[config.mk]
export PLATFORM = sky130hd
export DESIGN_NAME = rformat_exec_flat
export DESIGN_NICKNAME = d
export VERILOG_FILES = /design/src/rtl/rformat_pkg.sv /design/src/rtl/rformat_exec_if.sv /design/src/rtl/rformat_alu.sv /design/src/rtl/rformat_exec.sv /design/src/flat_wrapper.sv
export SDC_FILE = /design/constraint.sdc
export NUM_CORES = 1
export LEC_CHECK = 0
export ABC_AREA = 0
export BUFFER_PORTS_ARGS = -buffer_cell sky130_fd_sc_hd__buf_2
export CORE_ASPECT_RATIO = 0.7
export CORE_UTILIZATION = 38
export CTS_BUF_LIST = sky130_fd_sc_hd__clkbuf_8
export DETAILED_ROUTE_END_ITERATION = 12
export MAX_ROUTING_LAYER = met4
export SYNTH_ARGS = -nofsm -noshare
export SYNTH_HDL_FRONTEND = slang
export SYNTH_SLANG_ARGS = --single-unit
[constraint.sdc]
create_clock -name clock -period 5.5 [get_ports clock]
set_input_delay 0.825 -clock clock [delete_from_list [all_inputs] [get_ports clock]]
set_output_delay 0.825 -clock clock [all_outputs]
set_load 0.05 [all_outputs]
[src/rtl/rformat_pkg.sv]
// Shared constants and types for the R-format execution sequencer.
package rformat_pkg;

  localparam logic [5:0] FUNCT_ADD    = 6'h20;
  localparam logic [5:0] FUNCT_SUB    = 6'h22;
  localparam logic [5:0] FUNCT_AND    = 6'h24;
  localparam logic [5:0] FUNCT_OR     = 6'h25;
  localparam logic [5:0] FUNCT_SLT    = 6'h2A;
  localparam logic [5:0] OPCODE_RTYPE = 6'h00;

  // Instruction field positions
  localparam int OP_MSB    = 31;
  localparam int OP_LSB    = 26;
  localparam int RS_MSB    = 25;
  localparam int RS_LSB    = 21;
  localparam int RT_MSB    = 20;
  localparam int RT_LSB    = 16;
  localparam int RD_MSB    = 15;
  localparam int RD_LSB    = 11;
  localparam int FUNCT_MSB = 5;
  localparam int FUNCT_LSB = 0;

  typedef enum logic [2:0] {
    ST_IDLE   = 3'd0,
    ST_RS_REQ = 3'd1,
    ST_RT_REQ = 3'd2,
    ST_EXEC   = 3'd3,
    ST_WB     = 3'd4,
    ST_DONE   = 3'd5
  } state_t;

endpackage

[src/rtl/rformat_exec_if.sv]
// Instruction handshake, register file port and retire status of the
// R-format sequencer. slave = sequencer side, master = fetch/regfile side.
interface rformat_exec_if #(parameter int DATA_W = 32);
  logic              instr_valid;
  logic              instr_ready;
  logic [31:0]       instr;
  logic [4:0]        rf_addr;
  logic              rf_we;
  logic [DATA_W-1:0] rf_wdata;
  logic [DATA_W-1:0] rf_rdata;
  logic              done;
  logic [DATA_W-1:0] result;
  logic              err;
  logic              ovf;

  modport slave (
    input  instr_valid, instr, rf_rdata,
    output instr_ready, rf_addr, rf_we, rf_wdata, done, result, err, ovf
  );

  modport master (
    output instr_valid, instr, rf_rdata,
    input  instr_ready, rf_addr, rf_we, rf_wdata, done, result, err, ovf
  );
endinterface

[src/rtl/rformat_alu.sv]
// Combinational ALU for the supported R-format functs.
// Signed ADD/SUB overflow detection exists only when RFORMAT_EXEC_OVF_EN
// is defined; otherwise ovf_o is constant 0.
module rformat_alu
  import rformat_pkg::*;
#(
  parameter int DATA_W = 32
) (
  input  logic [5:0]        funct_i,
  input  logic [DATA_W-1:0] a_i,
  input  logic [DATA_W-1:0] b_i,
  output logic [DATA_W-1:0] result_o,
  output logic              err_o,
  output logic              ovf_o
);

  logic [DATA_W-1:0] sum;
  logic [DATA_W-1:0] diff;
  logic              add_ovf;
  logic              sub_ovf;

  assign sum  = a_i + b_i;
  assign diff = a_i - b_i;

`ifdef RFORMAT_EXEC_OVF_EN
  // Same-sign operands producing an opposite-sign sum (ADD), or
  // different-sign operands whose difference flips sign from A (SUB).
  assign add_ovf = (a_i[DATA_W-1] == b_i[DATA_W-1]) && (sum[DATA_W-1]  != a_i[DATA_W-1]);
  assign sub_ovf = (a_i[DATA_W-1] != b_i[DATA_W-1]) && (diff[DATA_W-1] != a_i[DATA_W-1]);
`else
  assign add_ovf = 1'b0;
  assign sub_ovf = 1'b0;
`endif

  // Funct decode; unknown functs report err with a zero result.
  always_comb begin
    result_o = '0;
    err_o    = 1'b0;
    ovf_o    = 1'b0;
    case (funct_i)
      FUNCT_ADD: begin
        result_o = sum;
        ovf_o    = add_ovf;
      end
      FUNCT_SUB: begin
        result_o = diff;
        ovf_o    = sub_ovf;
      end
      FUNCT_AND: result_o = a_i & b_i;
      FUNCT_OR:  result_o = a_i | b_i;
      FUNCT_SLT: result_o = {{(DATA_W-1){1'b0}}, ($signed(a_i) < $signed(b_i))};
      default:   err_o    = 1'b1;
    endcase
  end

endmodule

[src/rtl/rformat_exec.sv]
// R-format instruction sequencer: accepts one instruction, reads rs and rt
// through the single-port register file, executes, and writes rd back.
// Optional macro RFORMAT_EXEC_OVF_EN enables signed overflow detection
// (overflowing ADD/SUB is reported on ovf and not written back).
//
// state     | meaning
// ----------+-----------------------------------------------------------
// IDLE      | ready for a new instruction
// RS_REQ    | register file address = rs
// RT_REQ    | address = rt; rs data returns and is captured as operand A
// EXEC      | rt data returns; ALU result, err and ovf are registered
// WB        | one-cycle write of the result to rd
// DONE      | one-cycle retire pulse
module rformat_exec
  import rformat_pkg::*;
#(
  parameter int DATA_W       = 32,
  parameter bit CHECK_OPCODE = 1'b1
) (
  input logic          clock,
  input logic          reset,
  rformat_exec_if.slave bus
);

  state_t            state_q, state_d;
  logic [31:0]       instr_q, instr_d;
  logic [DATA_W-1:0] opa_q, opa_d;
  logic [DATA_W-1:0] result_q, result_d;
  logic              err_q, err_d;
  logic              ovf_q, ovf_d;

  logic [DATA_W-1:0] alu_result;
  logic              alu_err;
  logic              alu_ovf;
  logic              opcode_bad;
  logic [DATA_W-1:0] exec_result;
  logic              exec_err;
  logic              exec_ovf;
  logic [4:0]        rs, rt, rd;

  logic              ready_c;
  logic [4:0]        addr_c;
  logic              we_c;
  logic              done_c;

  // shamt is not used by any supported instruction
  logic              unused_shamt;
  assign unused_shamt = ^instr_q[10:6];

  assign rs = instr_q[RS_MSB:RS_LSB];
  assign rt = instr_q[RT_MSB:RT_LSB];
  assign rd = instr_q[RD_MSB:RD_LSB];

  // Operand B is taken straight from the read port in EXEC.
  rformat_alu #(.DATA_W(DATA_W)) u_alu (
    .funct_i  (instr_q[FUNCT_MSB:FUNCT_LSB]),
    .a_i      (opa_q),
    .b_i      (bus.rf_rdata),
    .result_o (alu_result),
    .err_o    (alu_err),
    .ovf_o    (alu_ovf)
  );

  // A bad opcode overrides whatever the funct decode produced.
  assign opcode_bad  = CHECK_OPCODE && (instr_q[OP_MSB:OP_LSB] != OPCODE_RTYPE);
  assign exec_err    = alu_err | opcode_bad;
  assign exec_result = opcode_bad ? '0 : alu_result;
  assign exec_ovf    = alu_ovf & ~opcode_bad;

  // State and datapath registers with synchronous active-low reset.
  always_ff @(posedge clock) begin
    if (!reset) begin
      state_q  <= ST_IDLE;
      instr_q  <= '0;
      opa_q    <= '0;
      result_q <= '0;
      err_q    <= 1'b0;
      ovf_q    <= 1'b0;
    end else begin
      state_q  <= state_d;
      instr_q  <= instr_d;
      opa_q    <= opa_d;
      result_q <= result_d;
      err_q    <= err_d;
      ovf_q    <= ovf_d;
    end
  end

  // Next-state, datapath updates and register-file port control.
  always_comb begin
    state_d  = state_q;
    instr_d  = instr_q;
    opa_d    = opa_q;
    result_d = result_q;
    err_d    = err_q;
    ovf_d    = ovf_q;
    ready_c  = 1'b0;
    addr_c   = 5'd0;
    we_c     = 1'b0;
    done_c   = 1'b0;
    case (state_q)
      ST_IDLE: begin
        ready_c = 1'b1;
        if (bus.instr_valid) begin
          instr_d = bus.instr;
          err_d   = 1'b0;
          ovf_d   = 1'b0;
          state_d = ST_RS_REQ;
        end
      end
      ST_RS_REQ: begin
        addr_c  = rs;
        state_d = ST_RT_REQ;
      end
      ST_RT_REQ: begin
        addr_c  = rt;
        opa_d   = bus.rf_rdata;
        state_d = ST_EXEC;
      end
      ST_EXEC: begin
        result_d = exec_result;
        err_d    = exec_err;
        ovf_d    = exec_ovf;
        // $0 is never written; errors and overflows skip writeback too.
        if (exec_err || exec_ovf || (rd == 5'd0)) state_d = ST_DONE;
        else                                      state_d = ST_WB;
      end
      ST_WB: begin
        addr_c  = rd;
        we_c    = 1'b1;
        state_d = ST_DONE;
      end
      ST_DONE: begin
        done_c  = 1'b1;
        state_d = ST_IDLE;
      end
      default: state_d = ST_IDLE;
    endcase
  end

  // Outputs are forced low while reset is held so a write pending in the
  // current state can never reach the register file.
  assign bus.instr_ready = reset & ready_c;
  assign bus.rf_addr     = reset ? addr_c : 5'd0;
  assign bus.rf_we       = reset & we_c;
  assign bus.rf_wdata    = (reset && we_c) ? result_q : '0;
  assign bus.done        = reset & done_c;
  assign bus.result      = reset ? result_q : '0;
  assign bus.err         = reset & err_q;
  assign bus.ovf         = reset & ovf_q;

endmodule

[src/flat_wrapper.sv]
// flat-port wrapper written by rule: the top's interface ports become plain ports
module rformat_exec_flat import rformat_pkg::*;
#(
  parameter int DATA_W       = 32,
  parameter bit CHECK_OPCODE = 1'b1
)
  (clock, reset, bus_instr_valid, bus_instr, bus_rf_rdata, bus_instr_ready, bus_rf_addr, bus_rf_we, bus_rf_wdata, bus_done, bus_result, bus_err, bus_ovf);
  rformat_exec_if #(.DATA_W(DATA_W)) bus_i ();
  input logic clock;
  input logic reset;
  input wire logic [$bits(bus_i.instr_valid)-1:0] bus_instr_valid;
  input wire logic [$bits(bus_i.instr)-1:0] bus_instr;
  input wire logic [$bits(bus_i.rf_rdata)-1:0] bus_rf_rdata;
  output wire logic [$bits(bus_i.instr_ready)-1:0] bus_instr_ready;
  output wire logic [$bits(bus_i.rf_addr)-1:0] bus_rf_addr;
  output wire logic [$bits(bus_i.rf_we)-1:0] bus_rf_we;
  output wire logic [$bits(bus_i.rf_wdata)-1:0] bus_rf_wdata;
  output wire logic [$bits(bus_i.done)-1:0] bus_done;
  output wire logic [$bits(bus_i.result)-1:0] bus_result;
  output wire logic [$bits(bus_i.err)-1:0] bus_err;
  output wire logic [$bits(bus_i.ovf)-1:0] bus_ovf;
  assign bus_i.instr_valid = bus_instr_valid;
  assign bus_i.instr = bus_instr;
  assign bus_i.rf_rdata = bus_rf_rdata;
  assign bus_instr_ready = bus_i.instr_ready;
  assign bus_rf_addr = bus_i.rf_addr;
  assign bus_rf_we = bus_i.rf_we;
  assign bus_rf_wdata = bus_i.rf_wdata;
  assign bus_done = bus_i.done;
  assign bus_result = bus_i.result;
  assign bus_err = bus_i.err;
  assign bus_ovf = bus_i.ovf;
  rformat_exec #(.DATA_W(DATA_W), .CHECK_OPCODE(CHECK_OPCODE)) u_core (.clock(clock), .reset(reset), .bus(bus_i));
endmodule
* Word level (Yosys, flattened, before mapping)
Index checks and enable logic that the tools add are counted.
Cells by class: reduce and logical (&&, ||, !) cells 9, bitwise logic cells 8, equal/unequal tests 11, muxes and demuxes 16, add/sub/neg operators 2, $lt $le $gt $ge 1
Operators by type and width (count):
- $pmux W32 S5 | 1
- $mux W32 | 3
- $add A32 B32 Y32 | 1
- $and A32 B32 Y32 | 1
- $lt A32 B32 Y1 | 1
- $or A32 B32 Y32 | 1
- $sub A32 B32 Y32 | 1
- $eq A6 B6 Y1 const B | 5
- $pmux W3 S5 | 1
- $pmux W5 S3 | 1
- $eq A3 B2 Y1 const B | 2
- $eq A3 B3 Y1 const B | 2
- $mux W1 | 6
- $reduce_bool A6 Y1 | 1
- $and A1 B1 Y1 | 5
- $logic_not A5 Y1 | 1
- $mux W5 | 1
- $reduce_or A5 Y1 | 1
- $pmux W1 S2 | 2
- $reduce_and A2 Y1 | 2
- $eq A3 B1 Y1 const B | 1
- $logic_not A3 Y1 | 1
- $mux W3 | 1
- $ne A2 B2 Y1 const B | 1
- 4 further kinds | 4
Word-level totals: bits in registers 101, word-level logic and storage cells 53, input bits 67, output and inout bits 74

* Logic depth before layout (Yosys ltp)
word-level depth 7, depth in mapped cells 13, depth with buffers taken out 13

* Cells and area by module
From an unflattened synthesis, not the netlist that was laid out.
Unflattened totals: cells, all modules 1268, area total of the unflattened synthesis 9446.6 um^2
Modules (own cells, without submodules):
- rformat_alu | cells an instance 727, times used 1, area each 4926.0 um^2
- rformat_exec | cells an instance 541, times used 1, area each 4520.6 um^2

* Worst setup path after synthesis
OpenSTA, ideal clock, no wires.
path kind input to output, start point in reset, end point out bus_instr_ready, arrival time 2943 ps, slack 1732 ps, stages 3, required time 4675 ps, cells stage by stage clkbuf_1 clkbuf_1 nor4b_1
Between the ends: word-level cells in the longest chain between the ends 1
RTL lines:
- start: declaration | RTL line flat_wrapper.sv:10 | input logic reset;
- $and A1 B1 Y1 | RTL line rformat_exec.sv:143 | assign bus.instr_ready = reset & ready_c;
- end: declaration | RTL line flat_wrapper.sv:14 | output wire logic [$bits(bus_i.instr_ready)-1:0] bus_instr_ready;
No other way between the ends.

* Worst setup path after layout
start point in bus_rf_rdata[0], end point reg u_core.result_q[22]
Between the ends: word-level cells in the longest chain between the ends 3, elaborated cells between the ends (all ways) 4, those cells by class 2 x add/sub; 2 x mux
RTL lines:
- start: declaration | RTL line flat_wrapper.sv:13 | input wire logic [$bits(bus_i.rf_rdata)-1:0] bus_rf_rdata;
- $sub A32 B32 Y32 / $add A32 B32 Y32 (equally long branches) | RTL line rformat_alu.sv:23, rformat_alu.sv:22
- $pmux W32 S5 (*) | RTL line rformat_alu.sv:40 | case (funct_i)
- $mux W32 (*) | RTL line rformat_exec.sv:67 | assign exec_result = opcode_bad ? '0 : alu_result;
- end signal: assignment | RTL line rformat_exec.sv:83 | result_q <= result_d;
- end: declaration | RTL line rformat_exec.sv:28 | logic [DATA_W-1:0] result_q, result_d;
Every way passes the cells marked *; elsewhere a longest branch is shown, timed or not. A chain may end at the register's enable or synchronous reset.

==> out/metrics.yaml <==
hold_viol: 0
dp_hpwl_mm: 19.50
critical_path.max_fanout: 4
startpoint_type: "input pin"
synthArstFlopShare_pct: 0
crit_type: "in -> reg"
grt_use_met2_pct: 31.40
gpl.final_weighted_congestion: 0.9282
antennaDiodeCount: 0
cp_num_cells: 13
grt_pass1_wl_mm: 41.01
htree_levels: 3
ctsHoldBuffers: 0
detail_route.wl_per_cell_um: 16.23
cts_root_buffer: "clkbuf_8"
drive_gt1_share_pct: 13.49
yosys_register_bits: 95
cts.sinks: 95
cts_buffer_depth: 2
ctsResizeCount: 0
whs_path_depth: 2
dieHeight_um: 128.7
antenna_found_initial: 0
routed_wl_mm: 26.25
setup_tns_ns: 0
syn-cell-area_sq_mm: 0.008712
finalSetupViolCount: 0
reg2reg_depth: 12
finish.utilization_pct: 44.23
finalCriticalPeriod_ns: 3.583
synth_warnings: 0
synth_cells: 1223
fin_nets: 1487
holdPathEnd: "u_core.instr_q[5]"
fillers: 2325
firstDrtPassIters: 5
vias_per_cell: 5.332
core.rowCount: 45
outcome: "complete, no violations"
p_comb_share_pct: 30.3
maxCapViolCount: 0
period_share_pct: 65.15
synth_edf_count: 0
area_growth_pct: 12.05
seq_area_frac_synth_pct: 21.83
cp-end-kind: "register"
cts_buffers: 9
syn-num-nets: 1403
synth_cell_type_count: 77
cts_tree: "done"
overflow: 0
synthFlopType: "dfxtp_1"
core_region_area_sq_mm: 0.02207
top_usage_layer: "met1"
crit_path_max_incr_delay_ns: 0.58
route.vias.total: 8622
grtUsageTotal_pct: 22.85
seq_power_share_pct: 41.5
power.net_switching_mw: 0.6787
r2r_setup_slack_ns: 2.13
use_met3_pct: 3.114
use_met1_pct: 34.69
fmax_mhz: 279.1
rsz0062_at_grt: "no"
post_cts_buffers: 0
cp_num_buf_inv: 1
pin_count: 141
critPathSlowestCell: "nor3_1"
rr_endpoint: "u_core.result_q[22]"
hold_class: "reg -> reg"
first_iter_violations: 614
worstMarginPinSlew_ns: 1.243
drc_errors: 0
internal-power_mw: 1.144
die_w_um: 183.0
critPathTopFamily: "compound AO/OA/AOI/OAI gates"
cellPowerDensity_mw_per_mm2: 186.7
dp_slack_ns: 1.590
portBuffers: 134
finalWorstSetupSlack_ns: 1.917
finClkSkew_ns: 0.01494
min_from: "u_core.instr_q[5]"
irDropWorstVdd_v: 0.0001403
arrival_ns: 3.84
mostFrequentLayoutCells: "nand2_1 (192), buf_2 (134), nor2_1 (120), inv_1 (118), ha_1 (111)"
cp_data_required_time_ns: 5.76
crit_chain: "buf_2 > ha_1 > fa_1 > a21oi_1 > nor2_1 > nor3_1 > o31ai_1 > a21oi_1 > o31a_1 > o21ai_0 > o21ai_0 > xnor2_1 > o21ai_0"
clkLatencyLatePin_ns: 0.41
p_clk_share_pct: 28.2
cts.clk_slew.worst_paths_ns: 0.11
grt_pass1_vias: 7497
syn_area_per_cell_sq_um: 7.124
initial_core_util_pct: 39.47
regToRegStartpoint: "u_core.opa_q[0]"
leakagePower_nw: 4.440
max_slew_margin_pct: 17.15
crit_top_cell: "o21ai_0"
die-area_sq_mm: 0.02355
final_max_slew_viol_count: 0
grt_max_degree: 56
swShare_pct: 37.25
ant_nets: 0
layout_commonest_cell: "nand2_1"
[power by group through the flow]
stage / registers, mW / clock network, mW / logic (mW)
2_1_floorplan: 0.755 / 0 / 0.401
3_3_place_gp: 0.770 / 0 / 0.536
3_5_place_dp: 0.771 / 0 / 0.541
4_1_cts: 0.756 / 0.531 / 0.544
5_1_grt: 0.762 / 0.555 / 0.615
6_report: 0.756 / 0.515 / 0.551
[cell usage after synthesis (7+ instances only)]
cell type,number,area share [%]
a21o_1,9,0.78
inv_1,118,5.1
nand2_1,192,8.3
or3_1,7,0.50
o21ai_0,57,3.3
nor2b_1,10,0.72
o211ai_1,8,0.69
nor3_1,13,0.75
nor2_1,120,5.2
clkbuf_1,59,2.5
xor2_1,12,1.2
a21boi_0,61,5.3
o21ai_1,8,0.46
a22oi_1,33,2.8
xnor2_1,18,1.8
mux2i_1,10,1.1
nand3_1,10,0.57
and3_1,18,1.3
dfxtp_1,95,22
o21bai_1,8,0.69
nor4_1,10,0.72
o31ai_1,7,0.60
a31oi_1,10,0.72
and2_1,19,1.4
nand2b_1,13,0.93
a21oi_1,95,5.5
ha_1,111,16
[layout make-up]
class	count	area (sq um)	area share [%]
inverters	118	442.9	4.537
well taps	305	381.6	3.909
repair buffers	145	753.2	7.716
multi-input cells	938	6075	62.23
clock buffers	10	137.6	1.410
clock inverters	6	67.56	0.6921
flip-flops and latches	95	1904	19.51
[cell families (layout without fill, tap and decap cells)]
| family | count (synthesis) | after routing | synth area share [%] |
|---|---|---|---|
| AO/OA/AOI/OAI | 349 | 349 | 26.56 |
| XOR/XNOR | 30 | 30 | 3.016 |
| adder cells (fa/ha/maj) | 113 | 113 | 16.40 |
| buffers and inverters | 190 | 279 | 8.588 |
| flip-flops | 95 | 95 | 21.83 |
| multiplexers | 11 | 11 | 1.278 |
| other | 1 | 1 | 0.04304 |
| AND/OR/NAND/NOR | 434 | 434 | 22.29 |
[worst max path at each step]
stage	endpoint	slack, ns	from
2_1_floorplan	bus_instr_ready	1.73	reset
3_3_place_gp	u_core.result_q[22]	1.56	bus_rf_rdata[0]
3_5_place_dp	u_core.result_q[22]	1.59	bus_rf_rdata[0]
4_1_cts	u_core.result_q[22]	2.04	bus_rf_rdata[0]
5_1_grt	u_core.result_q[22]	1.79	bus_rf_rdata[0]
6_report	u_core.result_q[22]	1.92	bus_rf_rdata[0]
[flip-flops by register name (all words and copies together) (netlist names)]
signal	flops
u_core.instr_q	27
u_core.state_q	3
u_core.err_q	1
u_core.result_q	32
u_core.opa_q	32
[layer usage]
| layer | routed length (um) | vias to the layer above | part of all wire [%] |
|---|---|---|---|
| li1 | - | 4308 | - |
| met1 | 14290 | 4080 | 54 |
| met2 | 10440 | 219 | 40 |
| met3 | 1262 | 15 | 4.8 |
| met4 | 251 | 0 | 0.96 |
| met5 | 0 | - | 0 |
[worst reg2reg max path, cell delays in order, from the launching register on]
cell	delay, ns
dfxtp_1	0.34
ha_1	0.25
fa_1	0.40
a21oi_1	0.23
nor2_1	0.10
nor3_1	0.58
o31ai_1	0.18
a21oi_1	0.28
o31a_1	0.27
o21ai_0	0.11
o21ai_0	0.22
xnor2_1	0.17
o21ai_0	0.09
[through the flow]
| step | hold WS (ns) | total power, mW | area [sq um] | std cells |
|---|---|---|---|---|
| finish | 0.4714 | 1.822 | 9762 | 1617 |
| global route | 0.4964 | 1.931 | 9762 | 1617 |
| CTS | 0.4726 | 1.831 | 9762 | 1617 |
| detailed placement | 0.4572 | 1.312 | 9557 | 1601 |
| global placement | 0.4546 | 1.305 | 9557 | 1601 |
| floorplan | 0.4383 | 1.156 | 8712 | 1223 |
No activity file was read; power rests on OpenSTA's default activity.
